<file path="config.mk">
export PLATFORM = sky130hd
export DESIGN_NAME = lsu_bus_master
export DESIGN_NICKNAME = d
export VERILOG_FILES = /design/src/rtl/lsu_bus_master.sv
export SDC_FILE = /design/constraint.sdc
export NUM_CORES = 1
export LEC_CHECK = 0
export BUFFER_PORTS_ARGS = -buffer_cell sky130_fd_sc_hd__buf_2
export CAP_MARGIN = 0
export CORE_MARGIN = 10
export CORE_UTILIZATION = 34
export DETAILED_ROUTE_END_ITERATION = 10
export SYNTH_ARGS = -nofsm -noshare
export SYNTH_HDL_FRONTEND = slang
export SYNTH_SLANG_ARGS = --single-unit
</file>
<file path="constraint.sdc">
create_clock -name clk -period 6.8 [get_ports clk]
set_input_delay 0.34 -clock clk [delete_from_list [all_inputs] [get_ports clk]]
set_output_delay 0.34 -clock clk [all_outputs]
set_load 0.01 [all_outputs]
</file>
<file path="src/rtl/lsu_bus_master.sv">
// ---------------------------------------------------------------------------
// lsu_bus_master
//
// Multi-cycle load/store unit between the MEM stage and a request/acknowledge
// data bus. Each request is decoded as one of three kinds:
//   - UART or timer access:        a one-cycle peripheral handshake (PERIPH)
//   - rejected misaligned access:  answered at once, with no side effects
//   - any other access:            one or two aligned bus beats (BEAT0/BEAT1)
// The unit then completes with a one-cycle response (RESP).
//
// Build option:
//   LSU_MISALIGN_SPLIT_EN  When defined, misaligned accesses are performed.
//                          An access that crosses a word boundary is split
//                          into two beats. When undefined, any access that is
//                          not naturally aligned is rejected through
//                          resp_misaligned.
//
// Ports:
//   clk, rst_n           clock; synchronous active-low reset
//   req_*                request from MEM stage (valid/ready handshake)
//   resp_*               one-cycle completion: load data, timeout error,
//                        misaligned rejection
//   bus_*                data bus master side. bus_req is held until bus_ack.
//   uart_write_enable    one-cycle pulse for a UART store
//   timer_write_enable   one-cycle pulse for a timer store
//   periph_addr/wdata    latched request address and data for peripherals
//   timer_read_data      timer read data, sampled in the PERIPH cycle
// ---------------------------------------------------------------------------
module lsu_bus_master #(
  parameter logic [31:0] UART_ADDR      = 32'h4000_0000,
  parameter logic [31:0] TIMER_BASE     = 32'h4000_4000,
  parameter int unsigned TIMEOUT_CYCLES = 16
) (
  input  logic        clk,
  input  logic        rst_n,
  input  logic        req_valid,
  output logic        req_ready,
  input  logic        req_write,
  input  logic [2:0]  req_funct3,
  input  logic [31:0] req_addr,
  input  logic [31:0] req_wdata,
  output logic        resp_valid,
  output logic [31:0] resp_rdata,
  output logic        resp_error,
  output logic        resp_misaligned,
  output logic        bus_req,
  output logic        bus_we,
  output logic [31:0] bus_addr,
  output logic [3:0]  bus_be,
  output logic [31:0] bus_wdata,
  input  logic        bus_ack,
  input  logic [31:0] bus_rdata,
  output logic        uart_write_enable,
  output logic        timer_write_enable,
  output logic [31:0] periph_addr,
  output logic [31:0] periph_wdata,
  input  logic [31:0] timer_read_data
);

  typedef enum logic [2:0] {IDLE, PERIPH, BEAT0, BEAT1, RESP} state_t;

  // A beat times out on the cycle its wait count reaches TIMEOUT_CYCLES.
  localparam logic [31:0] TMO_LAST = 32'(TIMEOUT_CYCLES - 1);
  localparam bit          TMO_EN   = (TIMEOUT_CYCLES != 0);

  // Selects the low byte or halfword of an already-shifted word, then extends
  // it according to funct3. The signed right shift performs sign extension.
  function automatic logic [31:0] load_extend(input logic [31:0] word,
                                              input logic [2:0]  f3);
    logic signed [31:0] s;
    logic        [31:0] r;
    s = '0;
    case (f3)
      3'b000: begin
        s = signed'({word[7:0], 24'h0}) >>> 24;
        r = s;
      end
      3'b001: begin
        s = signed'({word[15:0], 16'h0}) >>> 16;
        r = s;
      end
      3'b100:  r = {24'h0, word[7:0]};
      3'b101:  r = {16'h0, word[15:0]};
      default: r = word;
    endcase
    return r;
  endfunction

  state_t      state;

  // Attributes of the accepted request. These are data only and are not reset.
  logic        write_q;
  logic [2:0]  funct3_q;
  logic [1:0]  off_q;
  logic        timer_q;
  logic        split_q;
  logic [3:0]  be1_q;
  logic [31:0] wd1_q;
  logic [31:0] beat0_q;
  logic [31:0] tmo_cnt;

  // Request decode and lane alignment, evaluated on the incoming request
  logic [1:0]  req_off;
  logic [3:0]  size_mask;
  logic [7:0]  lane_mask;
  logic [63:0] wd_shift;
  logic        is_uart;
  logic        is_timer;
  logic        req_split;
  logic        req_misaligned;

  always_comb begin
    req_off  = req_addr[1:0];
    is_uart  = (req_addr == UART_ADDR);
    // Unsigned difference, so addresses below the base wrap and do not match.
    is_timer = ((req_addr - TIMER_BASE) <= 32'd12);
    case (req_funct3[1:0])
      2'b00:   size_mask = 4'b0001;
      2'b01:   size_mask = 4'b0011;
      default: size_mask = 4'b1111;
    endcase
    lane_mask = {4'b0000, size_mask} << req_off;
    wd_shift  = {32'h0, req_wdata} << {req_off, 3'b000};
`ifdef LSU_MISALIGN_SPLIT_EN
    req_split      = |lane_mask[7:4];
    req_misaligned = 1'b0;
`else
    req_split      = 1'b0;
    req_misaligned = (req_funct3[1:0] == 2'b01 && req_off[0]) ||
                     (req_funct3[1]            && req_off != 2'b00);
`endif
  end

  // Load alignment. On the final ack, the live bus word supplies the last
  // beat, so the response can be registered on the same edge.
  logic [31:0] beat0_sel;
  logic [31:0] load_word;

  always_comb begin
    beat0_sel = (state == BEAT0) ? bus_rdata : beat0_q;
    load_word = 32'({bus_rdata, beat0_sel} >> {off_q, 3'b000});
  end

  // Request attribute and beat-0 capture (data path, no reset)
  always_ff @(posedge clk) begin
    if (state == IDLE && req_valid) begin
      write_q  <= req_write;
      funct3_q <= req_funct3;
      off_q    <= req_off;
      timer_q  <= is_timer;
      split_q  <= req_split;
      be1_q    <= lane_mask[7:4];
      wd1_q    <= wd_shift[63:32];
    end
    if (state == BEAT0 && bus_ack) begin
      beat0_q <= bus_rdata;
    end
  end

  // Control FSM with registered outputs
  always_ff @(posedge clk) begin
    if (!rst_n) begin
      state              <= IDLE;
      req_ready          <= 1'b1;
      resp_valid         <= 1'b0;
      resp_rdata         <= '0;
      resp_error         <= 1'b0;
      resp_misaligned    <= 1'b0;
      bus_req            <= 1'b0;
      bus_we             <= 1'b0;
      bus_addr           <= '0;
      bus_be             <= '0;
      bus_wdata          <= '0;
      uart_write_enable  <= 1'b0;
      timer_write_enable <= 1'b0;
      periph_addr        <= '0;
      periph_wdata       <= '0;
      tmo_cnt            <= '0;
    end else begin
      case (state)
        IDLE: begin
          if (req_valid) begin
            req_ready    <= 1'b0;
            periph_addr  <= req_addr;
            periph_wdata <= req_wdata;
            if (is_uart || is_timer) begin
              state              <= PERIPH;
              uart_write_enable  <= req_write && is_uart;
              timer_write_enable <= req_write && is_timer;
            end else if (req_misaligned) begin
              state           <= RESP;
              resp_valid      <= 1'b1;
              resp_misaligned <= 1'b1;
              resp_error      <= 1'b0;
              resp_rdata      <= '0;
            end else begin
              state     <= BEAT0;
              bus_req   <= 1'b1;
              bus_we    <= req_write;
              bus_addr  <= {req_addr[31:2], 2'b00};
              bus_be    <= lane_mask[3:0];
              bus_wdata <= wd_shift[31:0];
              tmo_cnt   <= '0;
            end
          end
        end

        PERIPH: begin
          uart_write_enable  <= 1'b0;
          timer_write_enable <= 1'b0;
          state              <= RESP;
          resp_valid         <= 1'b1;
          // UART reads return 0. Timer reads pass through without extension.
          resp_rdata         <= (!write_q && timer_q) ? timer_read_data : 32'h0;
        end

        BEAT0, BEAT1: begin
          if (bus_ack) begin
            if (state == BEAT0 && split_q) begin
              // bus_req stays high. The second beat starts on the next cycle.
              state     <= BEAT1;
              bus_addr  <= bus_addr + 32'd4;
              bus_be    <= be1_q;
              bus_wdata <= wd1_q;
              tmo_cnt   <= '0;
            end else begin
              state      <= RESP;
              bus_req    <= 1'b0;
              bus_we     <= 1'b0;
              bus_be     <= '0;
              resp_valid <= 1'b1;
              resp_rdata <= write_q ? 32'h0 : load_extend(load_word, funct3_q);
            end
          end else if (TMO_EN && tmo_cnt == TMO_LAST) begin
            // A beat-0 store that was already acked is not rolled back.
            state      <= RESP;
            bus_req    <= 1'b0;
            bus_we     <= 1'b0;
            bus_be     <= '0;
            resp_valid <= 1'b1;
            resp_error <= 1'b1;
            resp_rdata <= '0;
          end else begin
            tmo_cnt <= tmo_cnt + 32'd1;
          end
        end

        RESP: begin
          state           <= IDLE;
          req_ready       <= 1'b1;
          resp_valid      <= 1'b0;
          resp_error      <= 1'b0;
          resp_misaligned <= 1'b0;
          resp_rdata      <= '0;
        end

        default: begin
          state     <= IDLE;
          req_ready <= 1'b1;
        end
      endcase
    end
  end

endmodule

</file>
# --- Word-level counts from Yosys, hierarchy flattened ---
# Index checks and enable logic that the tools add are counted.
totals:
  memories: 0
  out_inout_bits: 172
  register_bits: 246
  ramBits: 0
  word_cells: 147
  mem_bits_ro: 0
  latchBits: 0
classes:
  n_addsub: 2
  bitwise_logic: 2
  n_eq_ne: 20
  n_shift: 3
  n_mux: 67
  n_div: 0
  n_lt_le_gt_ge: 1
  reduce_logical: 31
  n_mul: 0
ops:
  columns: ["op", "count"]
  rows:
  - ["two-way mux 32 bit", 21]
  - ["one-hot mux 32 bit (4 select lines)", 2]
  - ["one-hot mux 32 bit (2 select lines)", 1]
  - ["right shift 64 x 5 -> 32 bit", 1]
  - ["adder 32 x 1 -> 32 bit, second input constant", 1]
  - ["equality test 32 x 31 -> 1 bit, second input constant", 1]
  - ["equality test 32 x 4 -> 1 bit, second input constant", 1]
  - ["less-or-equal comparator 32 x 4 -> 1 bit, second input constant", 1]
  - ["<< shifter 32 x 5 -> 32 bit", 1]
  - ["subtractor 32 x 31 -> 32 bit, second input constant", 1]
  - ["two-way mux 1 bit", 22]
  - ["two-way mux 4 bit", 5]
  - ["AND reduction 6 bit", 3]
  - ["one-hot mux 4 bit (2 select lines)", 2]
  - ["two-way mux 3 bit", 5]
  - ["inequality test 2 bit, second input constant", 7]
  - ["one-hot mux 1 bit (2 select lines)", 6]
  - ["AND reduction 5 bit", 2]
  - ["equality test 3 bit, second input constant", 3]
  - ["one-hot mux 3 bit (3 select lines)", 1]
  - ["nonzero test 2 bit", 4]
  - ["logical AND 1 bit", 7]
  - ["equality test 3 x 1 -> 1 bit, second input constant", 2]
  - ["equality test 3 x 2 -> 1 bit, second input constant", 2]
  - ["other kinds (18)", 24]

# --- Depth between registers and ports, before layout ---
depth:
  ltp_word: 7
  mapped_depth: 11
  ltp_nobuf: 8

# --- Worst setup path before layout ---
# OpenSTA, ideal clock, no wires.
synth_timing:
  path_kind: "input port to flip-flop"
  startpoint: "input req_addr[16]"
  endpoint: "register bus_wdata[31]"
  t_arrival_ps: 2429
  path_stages: 10
  slack_ps: 4239
  cell_sequence: "or4_1 > o31ai_1 > a21oi_1 > or4_1 > buf_2 > and2_1 > buf_2 > buf_2 > o211ai_1 > a21oi_1"
synth_via:
  elab_chain_cells: 5
  elab_cells_between_ends: 6
  classes_between: "1 x add/sub; 1 x order compare; 2 x eq/ne; 2 x reduce/logical"
synth_lines:
  columns: ["item", "line_no", "rtl"]
  rows:
  - ["start, declared", "40", "input logic [31:0] req_addr,"]
  - ["subtractor 32 x 31 -> 32 bit", "116", "is_timer = ((req_addr - TIMER_BASE) <= 32'd12);"]
  - ["less-or-equal comparator 32 x 4 -> 1 bit", "116", null]
  - ["logical OR 1 bit (*)", "186", "if (is_uart || is_timer) begin"]
  - ["inequality test 2 bit (no source line) (*)", null, null]
  - ["AND reduction 6 bit (no source line) (*)", null, null]
  - ["end signal, assigned", "202", "bus_wdata <= wd_shift[31:0];"]
  - ["end signal, assigned", "224", "bus_wdata <= wd1_q;"]
  - ["end, declared", "50", "output logic [31:0] bus_wdata,"]
# Mark *: on every way between the ends. The rest lies on a longest branch, timed or not.
# A chain may end at the register's enable or synchronous reset.

# --- Worst setup path after layout ---
layout_timing:
  startpoint: "register state[2]"
  endpoint: "register resp_rdata[21]"
layout_via:
  elab_chain_cells: 7
  elab_cells_between_ends: 18
  classes_between: "8 x eq/ne; 1 x shift; 5 x mux; 4 x reduce/logical"
layout_lines:
  columns: ["item", "line_no", "rtl"]
  rows:
  - ["start, declared", "89", "state_t state;"]
  - ["start signal, assigned", "163", "state <= IDLE;"]
  - ["start signal, assigned", "187", "state <= PERIPH;"]
  - ["start signal, assigned", "191", "state <= RESP;"]
  - ["equality test 3 x 2 -> 1 bit", "140, 180", null]
  - ["two-way mux 32 bit", "140", "beat0_sel = (state == BEAT0) ? bus_rdata : beat0_q;"]
  - ["right shift 64 x 5 -> 32 bit", "141", "load_word = 32'({bus_rdata, beat0_sel} >> {off_q, 3'b000});"]
  - ["one-hot mux 32 bit (4 select lines)", "73", "case (f3)"]
  - ["two-way mux 32 bit", "232", "resp_rdata <= write_q ? 32'h0 : load_extend(load_word, funct3_q);"]
  - ["two-way mux 32 bit", "218", "if (bus_ack) begin"]
  - ["one-hot mux 32 bit (4 select lines)", "180", "case (state)"]
  - ["end signal, assigned", "214", "resp_rdata <= (!write_q && timer_q) ? timer_read_data : 32'h0;"]
  - ["end signal, assigned", "232", null]
  - ["end, declared", "43", "output logic [31:0] resp_rdata,"]
# Several ways; a longest one is shown, not always the timed one.

==> results by group <==
Clock tree
  – CTS clk-pin slew, worst paths: 0.06 ns
  – Clk root buf: clkbuf_16
  – Clk buf depth: 3
  – TritonCTS clock tree: done
  – Clock latency on the worst-skew pair: 0.55 ns
  – CTS H-tree depth: 1
  – Clk sinks: 244
  – Num CTS Buffers: 29
  – CTS resizes: 0
  – # Post-CTS Setup Buffers: 0

Pwr
  – Leak pwr: 5.83 nW
  – PwrDens: 265 nW/um^2
  – Total power draw: 0.00370 W
  – Maximum vdd drop: 0.183 mV

Timing
  – Endpoints failing setup: 0
  – Tightest Pin Transition: 1.20 ns
  – RSZ-0062 raised after global routing: false
  – Final Hold Viols: 0
  – Total negative slack: 0 ns
  – Tmin final: 3.70 ns
  – Final Max Slew Viols: 0
  – Worst clock skew: 0.0190 ns
  – Max Clk Rate: 270 MHz
  – Hold WS: 0.0205 ns
  – Worst slew margin: 20.1%
  – Final period utilization: 54.4%

Cells and area
  – Layout cells sized above 1: 25.1%
  – P&R area growth vs syn: 26.1%
  – # nets final: 1,692
  – Final Util: 43.2%
  – Post-route cell area: 14,000 um^2

Place
  – Placer congestion estimate: 0.853
  – Placement Cell Area: 12,800 um^2
  – Port Buf Inserts: 305
  – Detailed placer's ending HPWL: 28,100 um

Floorplan
  – I/O pin cnt: 308
  – Starting Density: 34.3%
  – Die H: 201 um
  – CORE AREA: 32,400 um^2
  – Number of cell rows: 66
  – Chip width: 201 um
  – DIE AREA: 40,300 um^2

Critical path
  – Worst-path fanout max: 34
  – CP top delay family: simple AND/OR/NAND/NOR gates
  – Capturing element type of the critical path: flip-flop
  – Worst EP arrival: 4.14 ns
  – Critical Path Start Type: flip-flop
  – Critical-path cell list: or3b_2 -> mux4_2 -> mux2_4 -> a221oi_2 -> or2b_2 -> a21oi_1 -> a221o_1
  – Crit-path max cell delay: 0.98 ns
  – CP Data Required Time: 7.24 ns
  – Crit Path Category: flip-flop to flip-flop
  – Slowest cell on the critical path: or3b_2
  – R2r setup slk: 3.10 ns
  – WP buf/inv: 0

Synthesis
  – Post-synth EDFFs: 39
  – Yosys reg bits: 244
  – Post-Syn Area per Cell: 8.67 um^2
  – Largest area contributor in the netlist: dfxtp_1
  – Mapped Cells: 1,280
  – Post-synth top area share: 37.0%
  – Yosys cell types: 65
  – Asr flop ratio synth: 0%
  – Synth warnings: 0
  – Part of the Yosys area used for sequential elements: 47.5%
  – Mapped cell area: 11,100 um^2
  – Main synth FF type: dfxtp_1
  – Synth area leaders: dfxtp_1 (37%), edfxtp_1 (11%), nand2_1 (9.9%)

Drt
  – Detailed Route Iter0 Violations: 728
  – Via/cell ratio: 5.30
  – Via count: 10,712
  – Total wire length: 39,400 um
  – Routed len/inst: 19.5 um
  – DRC viols: 0
  – DR pass1 iterations: 5
  – Post-DRT Antenna Nets: 0

Global routing
  – Overall routing resource usage: 18.4%
  – Vias in the first global route: 10,230
  – Largest net degree at the start of global routing: 90
  – Overflow after GRT: 0
  – Antenna violations before repair: 2
  – First-pass GRT wire length: 60,800 um

Outcome
  – Status: finished clean

Hold path
  – Min-delay worst type: input port to flip-flop

Flow run
  – Max-cap violation count: 0
## layout by cell type, fill, tap and decap left out, types with 8 or more instances in the layout
cell,count
o21ai_0,25
buf_2,305
clkbuf_1,9
buf_4,8
nand3_1,22
dlygate4sd3_1,26
nand2_1,292
edfxtp_1,39
nor2_1,78
o31ai_1,17
a211oi_1,15
or4_1,19
dfxtp_1,205
a221oi_1,18
mux2_2,14
a21oi_1,201
mux4_2,12
clkbuf_16,29
nor3_1,19
or3_1,17
nor4_1,16
o211ai_1,9
mux2i_1,50
and3_1,9
## flip-flops by register name (all words and copies together), names as in the netlist, 2 cells and up
register and flops:
tmo_cnt 32, funct3_q 3, state 3, resp_rdata 32
off_q 2, bus_wdata 32, bus_addr 30, beat0_q 32
periph_addr 32, periph_wdata 32, bus_be 4
## metal layers
metal | track usage (%) | vias to the layer above | part of all wire, %
met5 | 0 | - | 0
met4 | 4.73 | 0 | 2.3
met3 | 5.50 | 54 | 8.3
met2 | 29.8 | 376 | 46
met1 | 23.5 | 5147 | 43
li1 | - | 5135 | -
## worst paths after layout
check / startpoint / to / depth (start not counted)
setup / recovery: state[2] / resp_rdata[21] / 7
hold / removal: timer_read_data[22] / resp_rdata[22] / 2
hold reg to reg: bus_wdata[15] / bus_wdata[15] / 2
setup reg to reg: state[2] / resp_rdata[21] / 7
## stage by stage
| stage | worst slack (ns) | instances |
|---|---|---|
| 5_1_grt | 2.86 | 2020 |
| 3_3_place_gp | 2.75 | 1940 |
| 6_report | 3.10 | 2022 |
| 3_5_place_dp | 2.67 | 1940 |
| 4_1_cts | 3.05 | 2018 |
| 2_1_floorplan | 4.24 | 1281 |
## cells in the mapped netlist, types with 15 or more instances
cell / count
buf_2: 15
a21oi_1: 201
nand2_1: 293
nor2_1: 78
or3_1: 17
or4_1: 19
o31ai_1: 17
nand3_1: 22
nor4_1: 17
o21ai_0: 25
nor3_1: 19
mux2i_1: 50
a211oi_1: 16
edfxtp_1: 39
dfxtp_1: 205
a221oi_1: 18
clkbuf_1: 57
## repair_timing
action                                 4_1_cts  5_1_grt
hold buffers                                25        1
setup endpoints to repair                    0        0
endpoints found under the hold margin       25        1
## logic make-up after synthesis
kind of cell             count (synthesis)  synth area share, %
AND/OR/NAND/NOR                        518                 21.0
other                                    1               0.0338
buffers and inverters                  105                 4.36
flip-flops                             244                 47.5
XOR/XNOR                                 4                0.316
AO/OA/AOI/OAI                          330                 18.1
multiplexers                            77                 8.50
adder cells (fa/ha/maj)                  1                0.113
## where the power goes
part | internal, W | switching, W | leakage (nW)
sequential | 0.00155 | 0.0000465 | 2.03
clock | 0.000893 | 0.000627 | 0.453
combinational | 0.000212 | 0.000379 | 3.35
## final cells by class
cell class | count | area, um^2
clock inverters | 12 | 116
diodes | 3 | 7.51
fillers | 3312 | 18400
clock buffers | 41 | 801
flip-flops and latches | 244 | 5280
repair buffers | 339 | 1850
inverters | 9 | 36.3
well taps | 442 | 553
multi-input cells | 932 | 5360
Note: power is estimated with default switching activity, not from simulation.
